==> config.mk <==
export PLATFORM = sky130hd
export DESIGN_NAME = e203_dtcm_icb_bist
export DESIGN_NICKNAME = d
export VERILOG_FILES = /design/src/rtl/e203_dtcm_icb_bist.sv
export SDC_FILE = /design/constraint.sdc
export NUM_CORES = 1
export LEC_CHECK = 0
export ABC_AREA = 0
export CAP_MARGIN = 20
export CORE_MARGIN = 2
export CORE_UTILIZATION = 51
export CTS_BUF_LIST = sky130_fd_sc_hd__clkbuf_8 sky130_fd_sc_hd__clkbuf_16
export DETAILED_ROUTE_END_ITERATION = 10
export PLACE_DENSITY = 0.81
export SYNTH_ARGS = -nofsm -noshare
export SYNTH_HDL_FRONTEND = slang
export SYNTH_SLANG_ARGS = --single-unit
==> constraint.sdc <==
create_clock -name clk -period 3.5 [get_ports clk]
set_input_delay 0.7 -clock clk [delete_from_list [all_inputs] [get_ports clk]]
set_output_delay 0.7 -clock clk [all_outputs]
set_load 0.01 [all_outputs]
==> src/rtl/e203_dtcm_icb_bist.sv <==
// e203_dtcm_icb_bist: DTCM built-in self test engine.
// Acts as an ICB initiator on the DTCM external-agent port. It writes
// pattern = seed ^ address over a word range, then reads the range back and
// compares each word against the same pattern.
// Optional feature macro: E203_DTCM_BIST_STOP_ON_ERR_EN
//   defined   -> stop issuing commands at the first error, drain, finish
//   undefined -> every enabled phase completes all word_cnt commands
// The companion checker module e203_dtcm_icb_bist_chk holds the
// simulation assertions on the outstanding-command bookkeeping.

module e203_dtcm_icb_bist_chk #(
  parameter int OUTS_NUM = 1
) (
  input logic       clk,
  input logic       rst_n,
  input logic       rsp_valid,
  input logic       rsp_ready,
  input logic       cmd_valid,
  input logic [2:0] outs
);
  localparam logic [2:0] OUTS_MAX = 3'(OUTS_NUM);

  // A response must never arrive while nothing is outstanding.
  a_no_orphan_rsp: assert property (@(posedge clk) disable iff (!rst_n)
    (rsp_valid && rsp_ready) |-> (outs != 3'd0));

  // The outstanding count stays within the configured limit.
  a_outs_limit: assert property (@(posedge clk) disable iff (!rst_n)
    outs <= OUTS_MAX);

  // A command is only presented while there is room for one more.
  a_valid_room: assert property (@(posedge clk) disable iff (!rst_n)
    cmd_valid |-> (outs < OUTS_MAX));
endmodule

module e203_dtcm_icb_bist #(
  parameter int AW       = 16,
  parameter int CW       = 14,
  parameter int OUTS_NUM = 1
) (
  input  logic          clk,
  input  logic          rst_n,
  input  logic          start,
  input  logic [1:0]    mode,
  input  logic [AW-1:0] base_addr,
  input  logic [CW-1:0] word_cnt,
  input  logic [31:0]   seed,
  output logic          busy,
  output logic          done,
  output logic          err,
  output logic [AW-1:0] err_addr,
  output logic          icb_cmd_valid,
  input  logic          icb_cmd_ready,
  output logic [AW-1:0] icb_cmd_addr,
  output logic          icb_cmd_read,
  output logic [31:0]   icb_cmd_wdata,
  output logic [3:0]    icb_cmd_wmask,
  input  logic          icb_rsp_valid,
  output logic          icb_rsp_ready,
  input  logic          icb_rsp_err,
  input  logic [31:0]   icb_rsp_rdata
);

  typedef enum logic [2:0] {
    ST_IDLE   = 3'd0,
    ST_WR     = 3'd1,
    ST_WDRAIN = 3'd2,
    ST_RD     = 3'd3,
    ST_RDRAIN = 3'd4,
    ST_FIN    = 3'd5
  } state_t;

  localparam logic [2:0]    OUTS_MAX  = 3'(OUTS_NUM);
  localparam logic [AW-1:0] ADDR_STEP = AW'(32'd4);
  localparam logic [CW-1:0] CNT_ONE   = CW'(32'd1);

  // Expected word content for a given byte address.
  function automatic logic [31:0] pattern_f(input logic [31:0] s, input logic [AW-1:0] a);
    return s ^ 32'(a);
  endfunction

  state_t        state_r, state_nxt_s;
  logic          chk_en_r, chk_en_nxt_s;
  logic [AW-1:0] base_r, base_nxt_s;
  logic [CW-1:0] cnt_r, cnt_nxt_s;
  logic [31:0]   seed_r, seed_nxt_s;
  logic [CW-1:0] left_r, left_nxt_s;
  logic [AW-1:0] addr_r, addr_nxt_s;
  logic [AW-1:0] rsp_addr_r, rsp_addr_nxt_s;
  logic [2:0]    outs_r, outs_nxt_s;
  logic          cmd_valid_r, valid_nxt_s;
  logic          cmd_read_r, read_nxt_s;
  logic [31:0]   wdata_r, wdata_nxt_s;
  logic          busy_r, busy_nxt_s;
  logic          done_r, done_nxt_s;
  logic          err_r, err_nxt_s;
  logic [AW-1:0] err_addr_r, err_addr_nxt_s;

  logic          cmd_hs_s;
  logic          rsp_hs_s;
  logic          rd_phase_s;
  logic          fail_s;
  logic          start_acc_s;
  logic          stop_s;
  logic [AW-1:0] base_aligned_s;
  logic          unused_s;

  assign base_aligned_s = {base_addr[AW-1:2], 2'b00};
  assign unused_s       = ^base_addr[1:0];
  assign cmd_hs_s       = cmd_valid_r & icb_cmd_ready;
  // Responses with nothing outstanding are ignored.
  assign rsp_hs_s       = icb_rsp_valid & busy_r & (outs_r != 3'd0);
  assign rd_phase_s     = (state_r == ST_RD) || (state_r == ST_RDRAIN);
  assign fail_s         = rsp_hs_s & (icb_rsp_err |
                          (rd_phase_s & (icb_rsp_rdata != pattern_f(seed_r, rsp_addr_r))));
  assign start_acc_s    = start & (state_r == ST_IDLE);

`ifdef E203_DTCM_BIST_STOP_ON_ERR_EN
  // An error seen now or earlier in this run halts new command issue.
  assign stop_s = (err_r & ~start_acc_s) | fail_s;
`else
  assign stop_s = 1'b0;
`endif

  // Outstanding counter update: command handshake adds, response handshake removes.
  always_comb begin
    outs_nxt_s = outs_r;
    case ({cmd_hs_s, rsp_hs_s})
      2'b10:   outs_nxt_s = outs_r + 3'd1;
      2'b01:   outs_nxt_s = outs_r - 3'd1;
      default: outs_nxt_s = outs_r;
    endcase
  end

  // Phase sequencing plus the address/count registers that each phase reloads.
  always_comb begin
    state_nxt_s    = state_r;
    chk_en_nxt_s   = chk_en_r;
    base_nxt_s     = base_r;
    cnt_nxt_s      = cnt_r;
    seed_nxt_s     = seed_r;
    left_nxt_s     = cmd_hs_s ? (left_r - CNT_ONE) : left_r;
    addr_nxt_s     = cmd_hs_s ? (addr_r + ADDR_STEP) : addr_r;
    rsp_addr_nxt_s = rsp_hs_s ? (rsp_addr_r + ADDR_STEP) : rsp_addr_r;
    case (state_r)
      ST_IDLE: begin
        if (start_acc_s) begin
          chk_en_nxt_s   = mode[1];
          base_nxt_s     = base_aligned_s;
          cnt_nxt_s      = word_cnt;
          seed_nxt_s     = seed;
          left_nxt_s     = word_cnt;
          addr_nxt_s     = base_aligned_s;
          rsp_addr_nxt_s = base_aligned_s;
          if (mode[0]) begin
            state_nxt_s = ST_WR;
          end else if (mode[1]) begin
            state_nxt_s = ST_RD;
          end else begin
            state_nxt_s = ST_FIN;
          end
        end else begin
          state_nxt_s = ST_IDLE;
        end
      end
      ST_WR: begin
        if ((left_nxt_s == {CW{1'b0}}) || (stop_s && (!cmd_valid_r || cmd_hs_s))) begin
          state_nxt_s = ST_WDRAIN;
        end else begin
          state_nxt_s = ST_WR;
        end
      end
      ST_WDRAIN: begin
        if (outs_r == 3'd0) begin
          if (chk_en_r && !stop_s) begin
            state_nxt_s    = ST_RD;
            left_nxt_s     = cnt_r;
            addr_nxt_s     = base_r;
            rsp_addr_nxt_s = base_r;
          end else begin
            state_nxt_s = ST_FIN;
          end
        end else begin
          state_nxt_s = ST_WDRAIN;
        end
      end
      ST_RD: begin
        if ((left_nxt_s == {CW{1'b0}}) || (stop_s && (!cmd_valid_r || cmd_hs_s))) begin
          state_nxt_s = ST_RDRAIN;
        end else begin
          state_nxt_s = ST_RD;
        end
      end
      ST_RDRAIN: begin
        if (outs_r == 3'd0) begin
          state_nxt_s = ST_FIN;
        end else begin
          state_nxt_s = ST_RDRAIN;
        end
      end
      ST_FIN:  state_nxt_s = ST_IDLE;
      default: state_nxt_s = ST_IDLE;
    endcase
  end

  // Command channel, status and error capture for the next cycle.
  always_comb begin
    valid_nxt_s    = 1'b0;
    read_nxt_s     = (state_nxt_s == ST_RD);
    wdata_nxt_s    = 32'h0000_0000;
    busy_nxt_s     = (state_nxt_s != ST_IDLE) && (state_nxt_s != ST_FIN);
    done_nxt_s     = (state_nxt_s == ST_FIN);
    err_nxt_s      = err_r;
    err_addr_nxt_s = err_addr_r;
    if (cmd_valid_r && !icb_cmd_ready) begin
      valid_nxt_s = 1'b1;
    end else if (((state_nxt_s == ST_WR) || (state_nxt_s == ST_RD)) &&
                 (left_nxt_s != {CW{1'b0}}) && (outs_nxt_s < OUTS_MAX) && !stop_s) begin
      valid_nxt_s = 1'b1;
    end else begin
      valid_nxt_s = 1'b0;
    end
    if (state_nxt_s == ST_WR) begin
      wdata_nxt_s = pattern_f(seed_nxt_s, addr_nxt_s);
    end else begin
      wdata_nxt_s = 32'h0000_0000;
    end
    if (start_acc_s) begin
      err_nxt_s      = 1'b0;
      err_addr_nxt_s = {AW{1'b0}};
    end else if (fail_s && !err_r) begin
      err_nxt_s      = 1'b1;
      err_addr_nxt_s = rsp_addr_r;
    end else begin
      err_nxt_s      = err_r;
      err_addr_nxt_s = err_addr_r;
    end
  end

  // State and output registers; reset drops straight back to idle.
  always_ff @(posedge clk or negedge rst_n) begin
    if (!rst_n) begin
      state_r     <= ST_IDLE;
      chk_en_r    <= 1'b0;
      base_r      <= {AW{1'b0}};
      cnt_r       <= {CW{1'b0}};
      seed_r      <= 32'h0000_0000;
      left_r      <= {CW{1'b0}};
      addr_r      <= {AW{1'b0}};
      rsp_addr_r  <= {AW{1'b0}};
      outs_r      <= 3'd0;
      cmd_valid_r <= 1'b0;
      cmd_read_r  <= 1'b0;
      wdata_r     <= 32'h0000_0000;
      busy_r      <= 1'b0;
      done_r      <= 1'b0;
      err_r       <= 1'b0;
      err_addr_r  <= {AW{1'b0}};
    end else begin
      state_r     <= state_nxt_s;
      chk_en_r    <= chk_en_nxt_s;
      base_r      <= base_nxt_s;
      cnt_r       <= cnt_nxt_s;
      seed_r      <= seed_nxt_s;
      left_r      <= left_nxt_s;
      addr_r      <= addr_nxt_s;
      rsp_addr_r  <= rsp_addr_nxt_s;
      outs_r      <= outs_nxt_s;
      cmd_valid_r <= valid_nxt_s;
      cmd_read_r  <= read_nxt_s;
      wdata_r     <= wdata_nxt_s;
      busy_r      <= busy_nxt_s;
      done_r      <= done_nxt_s;
      err_r       <= err_nxt_s;
      err_addr_r  <= err_addr_nxt_s;
    end
  end

  assign busy          = busy_r;
  assign done          = done_r;
  assign err           = err_r;
  assign err_addr      = err_addr_r;
  assign icb_cmd_valid = cmd_valid_r;
  assign icb_cmd_addr  = addr_r;
  assign icb_cmd_read  = cmd_read_r;
  assign icb_cmd_wdata = wdata_r;
  assign icb_cmd_wmask = 4'hF;
  assign icb_rsp_ready = busy_r;

  e203_dtcm_icb_bist_chk #(.OUTS_NUM(OUTS_NUM)) u_chk (
    .clk       (clk),
    .rst_n     (rst_n),
    .rsp_valid (icb_rsp_valid),
    .rsp_ready (icb_rsp_ready),
    .cmd_valid (cmd_valid_r),
    .outs      (outs_r)
  );

endmodule

==> impl_metrics.env, run 1 <==
export IMPL_placed_cell_area_sq_um=9778
export IMPL_core_area_sq_um=15090
export IMPL_criticalPathCategory="reg -> reg"
export IMPL_startpoint_type="flop"
export IMPL_clock_skew_ns=0.008030
export IMPL_synthFlopType="dfrtp_1"
export IMPL_total_power_uw=5682
export IMPL_drv_cap=0
export IMPL_max_vdd_ir_drop_mv=0.3262
export IMPL_port_buffers=169
export IMPL_overflow=0
export IMPL_dieArea_sq_um=16370
export IMPL_syn_area_sq_um=7836
export IMPL_synth_warnings=0
export IMPL_p_sw_uw=1710
export IMPL_yosysTopAreaCell="dfrtp_1"
export IMPL_utilization_pct=68.57
export IMPL_area_delta_synth_final_pct=32.03
export IMPL_syn_inst=824
export IMPL_routed_wirelength_um=21990
export IMPL_p_clk_share_pct=32.0
export IMPL_internal_power_uw=3972
export IMPL_rrSetupSlack_ns=0.41
export IMPL_io_pin_count=176
export IMPL_powerDensity_nw_per_um2=549.2
export IMPL_grt_pass1_vias=6579
export IMPL_fin_crit_sh_pct=88.17
export IMPL_avgSynthCellArea_sq_um=9.510
export IMPL_worstPathArrival_ns=3.39
export IMPL_finalInstanceArea_sq_um=10350
export IMPL_path_clk_slew_ns=0.06
export IMPL_synthTopCellsByArea="dfrtp_1, nand2_1, xnor2_1"
export IMPL_worstMarginPinSlew_ns=0.8662
export IMPL_worstPathMaxFanout=6
export IMPL_grt_use_met2_pct=43.54
export IMPL_min_path_type="in -> async"
export IMPL_place_ws_ns=0.2032
export IMPL_firstDrtPassIters=5
export IMPL_final_min_clock_period_ns=3.086
export IMPL_die_h_um=128.0
export IMPL_antenna_found_initial=0
export IMPL_slew_viol_final=0
export IMPL_swShare_pct=30.09
export IMPL_synth_cell_type_count=57
export IMPL_vias_per_cell=5.617
export IMPL_cts_setup_buffers=0
export IMPL_layout_setup_ws_ns=0.4140
export IMPL_grt_use_met3_pct=6.469
export IMPL_detail_route_iter0_violations=608
export IMPL_setup_viol=0
export IMPL_gp_congestion=0.9530
export IMPL_drc_errors=0
export IMPL_ys_ff_latch=163
export IMPL_fp_dieW_um=128.0
export IMPL_multiInputGateArea_sq_um=3508
export IMPL_synth_seq_area_share_pct=52.05
export IMPL_insertion_delay_ns=0.43
export IMPL_synth_top_area_share_pct=52.05
export IMPL_rsz0062_at_grt="no"
export IMPL_clockBufferDepth=2
export IMPL_cts_sinks=163
export IMPL_mostFrequentLayoutCells="nand2_1, clkdlybuf4s50_1, dfrtp_1"
export IMPL_initial_core_util_pct=51.93
export IMPL_final_common_cell="nand2_1"
export IMPL_fmax_mhz=324.0
export IMPL_cts_htree_levels=4
export IMPL_finalSetupTns_ns=0
export IMPL_seqPwrFrac_pct=43.6
export IMPL_synth_edf_count=0
export IMPL_clockRootBuffer="clkbuf_16"
export IMPL_busiest_layer="met2"
export IMPL_p_comb_share_pct=24.5
export IMPL_diodes=0
export IMPL_regArea_sq_um=4079
export IMPL_rows=45
export IMPL_final_fill_count=1160
export IMPL_post_cts_resized=0
export IMPL_cts_tree="built"
export IMPL_holdBufCountCts=0
export IMPL_ant_nets=0
export IMPL_hold_viol_final=0
export IMPL_grt_max_degree=69
export IMPL_cp_end_kind="flop"
export IMPL_cts_buffers=17
export IMPL_grt_pass1_wl_um=34760
export IMPL_dp_hpwl_um=15630
export IMPL_grt_usage_pct=27.77
export IMPL_status="completed"
export IMPL_relSlewSlack_pct=41.81
export IMPL_power_leakage_uw=0.004575
export IMPL_dr_total_vias=6673
export IMPL_synthArstFlopShare_pct=100.0
export IMPL_nets=1096
export IMPL_drive_above_1_share_pct=6.000
export IMPL_crit_required_ns=3.80
export IMPL_wl_per_cell_um=18.51
export IMPL_grtUsageMet1_pct=37.99
[cell type report]
class | instances | share of cell area (%)
sequential | 163 | 39.42
multi-input combinational | 600 | 33.91
timing repair buffer | 191 | 18.32
clock buffer | 19 | 4.378
tap | 188 | 2.274
clock inverter | 11 | 1.113
inverter | 16 | 0.5805
[sequential cells by signal (all words and copies together) (netlist names)]
| register | flops |
|---|---|
| base_r | 14 |
| busy | 1 |
| chk_en_r | 1 |
| cnt_r | 14 |
| done | 1 |
| err | 1 |
| err_addr | 15 |
| icb_cmd_addr | 16 |
| icb_cmd_read | 1 |
| icb_cmd_valid | 1 |
| icb_cmd_wdata | 32 |
| left_r | 14 |
| outs_r | 3 |
| rsp_addr_r | 14 |
| seed_r | 32 |
| state_r | 3 |
[routing by layer]
| metal | routed length (um) | share of wire (%) |
|---|---|---|
| met1 | 9417 | 43 |
| met2 | 10360 | 47 |
| met3 | 1634 | 7.4 |
| met4 | 574 | 2.6 |
| met5 | 0 | 0 |
[critical path, stage by stage (launching register included)]
cell,delay (ns)
dfrtp_1,0.44
or4b_1,0.70
or2_4,0.31
a21oi_2,0.32
o22ai_1,0.16
or4_1,0.53
nor4_1,0.37
a2bb2oi_1,0.12
[path summary, 6_finish.rpt]
check | depth (start not counted) | from | end
worst min register to register | 2 | cnt_r[10]$_DFFE_PN0P_ | cnt_r[10]$_DFFE_PN0P_
worst max-delay path | 7 | outs_r[2]$_DFF_PN0_ | icb_cmd_valid$_DFF_PN0_
worst max register to register | 7 | outs_r[2]$_DFF_PN0_ | icb_cmd_valid$_DFF_PN0_
worst min-delay path | 1 | rst_n | cnt_r[6]$_DFFE_PN0P_
min in group clk | 2 | cnt_r[10]$_DFFE_PN0P_ | cnt_r[10]$_DFFE_PN0P_
max in group asynchronous | 3 | rst_n | rsp_addr_r[6]$_DFF_PN0_
[power groups by stage]
stage / combinational (uW) / sequential (uW) / clock (uW)
after floorplan: 751 / 2450 / 0
after global placement: 1320 / 2490 / 0
after detailed placement: 1360 / 2500 / 0
after CTS: 1380 / 2470 / 1830
after global routing: 1510 / 2510 / 1910
final: 1390 / 2480 / 1820
[logic make-up after synthesis]
logic type      count (synthesis)  synth area share (%)
simple gates                  362                 20.80
flops                         163                 52.05
compound gates                129                 10.47
xor+xnor                       97                 11.90
buf+inv                        64                 3.449
fa+ha+maj                       5                0.8942
mux                             3                0.3832
other cells                     1               0.04785
[Yosys cell counts (4+ instances only)]
| cell | n |
|---|---|
| inv_1 | 16 |
| nor2b_1 | 9 |
| nand3_1 | 23 |
| dfrtp_1 | 163 |
| o22ai_1 | 19 |
| buf_4 | 7 |
| o21ai_0 | 21 |
| nand2_1 | 214 |
| nor2_1 | 38 |
| xnor2_1 | 64 |
| a22oi_1 | 22 |
| clkbuf_1 | 30 |
| and3_1 | 8 |
| xnor3_1 | 6 |
| nor4_1 | 9 |
| nor3_1 | 10 |
| nand4_1 | 23 |
| nand2b_1 | 4 |
| buf_1 | 8 |
| ha_1 | 4 |
| a21oi_1 | 36 |
| xor2_1 | 27 |
| nand3b_1 | 4 |
[per-stage QoR]
| step | hold WS [ns] | std cells |
|---|---|---|
| 3_3_place_gp | 0.4573 | 1158 |
| 2_1_floorplan | 0.4044 | 827 |
| 5_1_grt | 0.3217 | 1188 |
| 6_report | 0.2739 | 1188 |
| 4_1_cts | 0.2992 | 1188 |
| 3_5_place_dp | 0.4627 | 1158 |
Note: power is estimated with default switching activity, not from simulation.
==> run 2, diff against run 1 <==
--- a/config.mk
+++ b/config.mk
@@ -12,6 +12,7 @@
 export CTS_BUF_LIST = sky130_fd_sc_hd__clkbuf_8 sky130_fd_sc_hd__clkbuf_16
 export DETAILED_ROUTE_END_ITERATION = 10
 export PLACE_DENSITY = 0.81
+export SKIP_LAST_GASP = 1
 export SYNTH_ARGS = -nofsm -noshare
 export SYNTH_HDL_FRONTEND = slang
 export SYNTH_SLANG_ARGS = --single-unit
==> results of run 2 <==
Same layout as run 1: the final DEF is identical, and so are final timing and power.
==> run 3, diff against run 2 <==
--- a/config.mk
+++ b/config.mk
@@ -12,7 +12,9 @@
 export CTS_BUF_LIST = sky130_fd_sc_hd__clkbuf_8 sky130_fd_sc_hd__clkbuf_16
 export DETAILED_ROUTE_END_ITERATION = 10
 export PLACE_DENSITY = 0.81
+export SKIP_CTS_REPAIR_TIMING = 1
 export SKIP_LAST_GASP = 1
 export SYNTH_ARGS = -nofsm -noshare
 export SYNTH_HDL_FRONTEND = slang
+export SYNTH_HIERARCHICAL = 1
 export SYNTH_SLANG_ARGS = --single-unit
==> results of run 3 <==
Same layout as run 1: the final DEF is identical, and so are final timing and power.
Among the figures that moved: Yosys warning count 0 -> 6
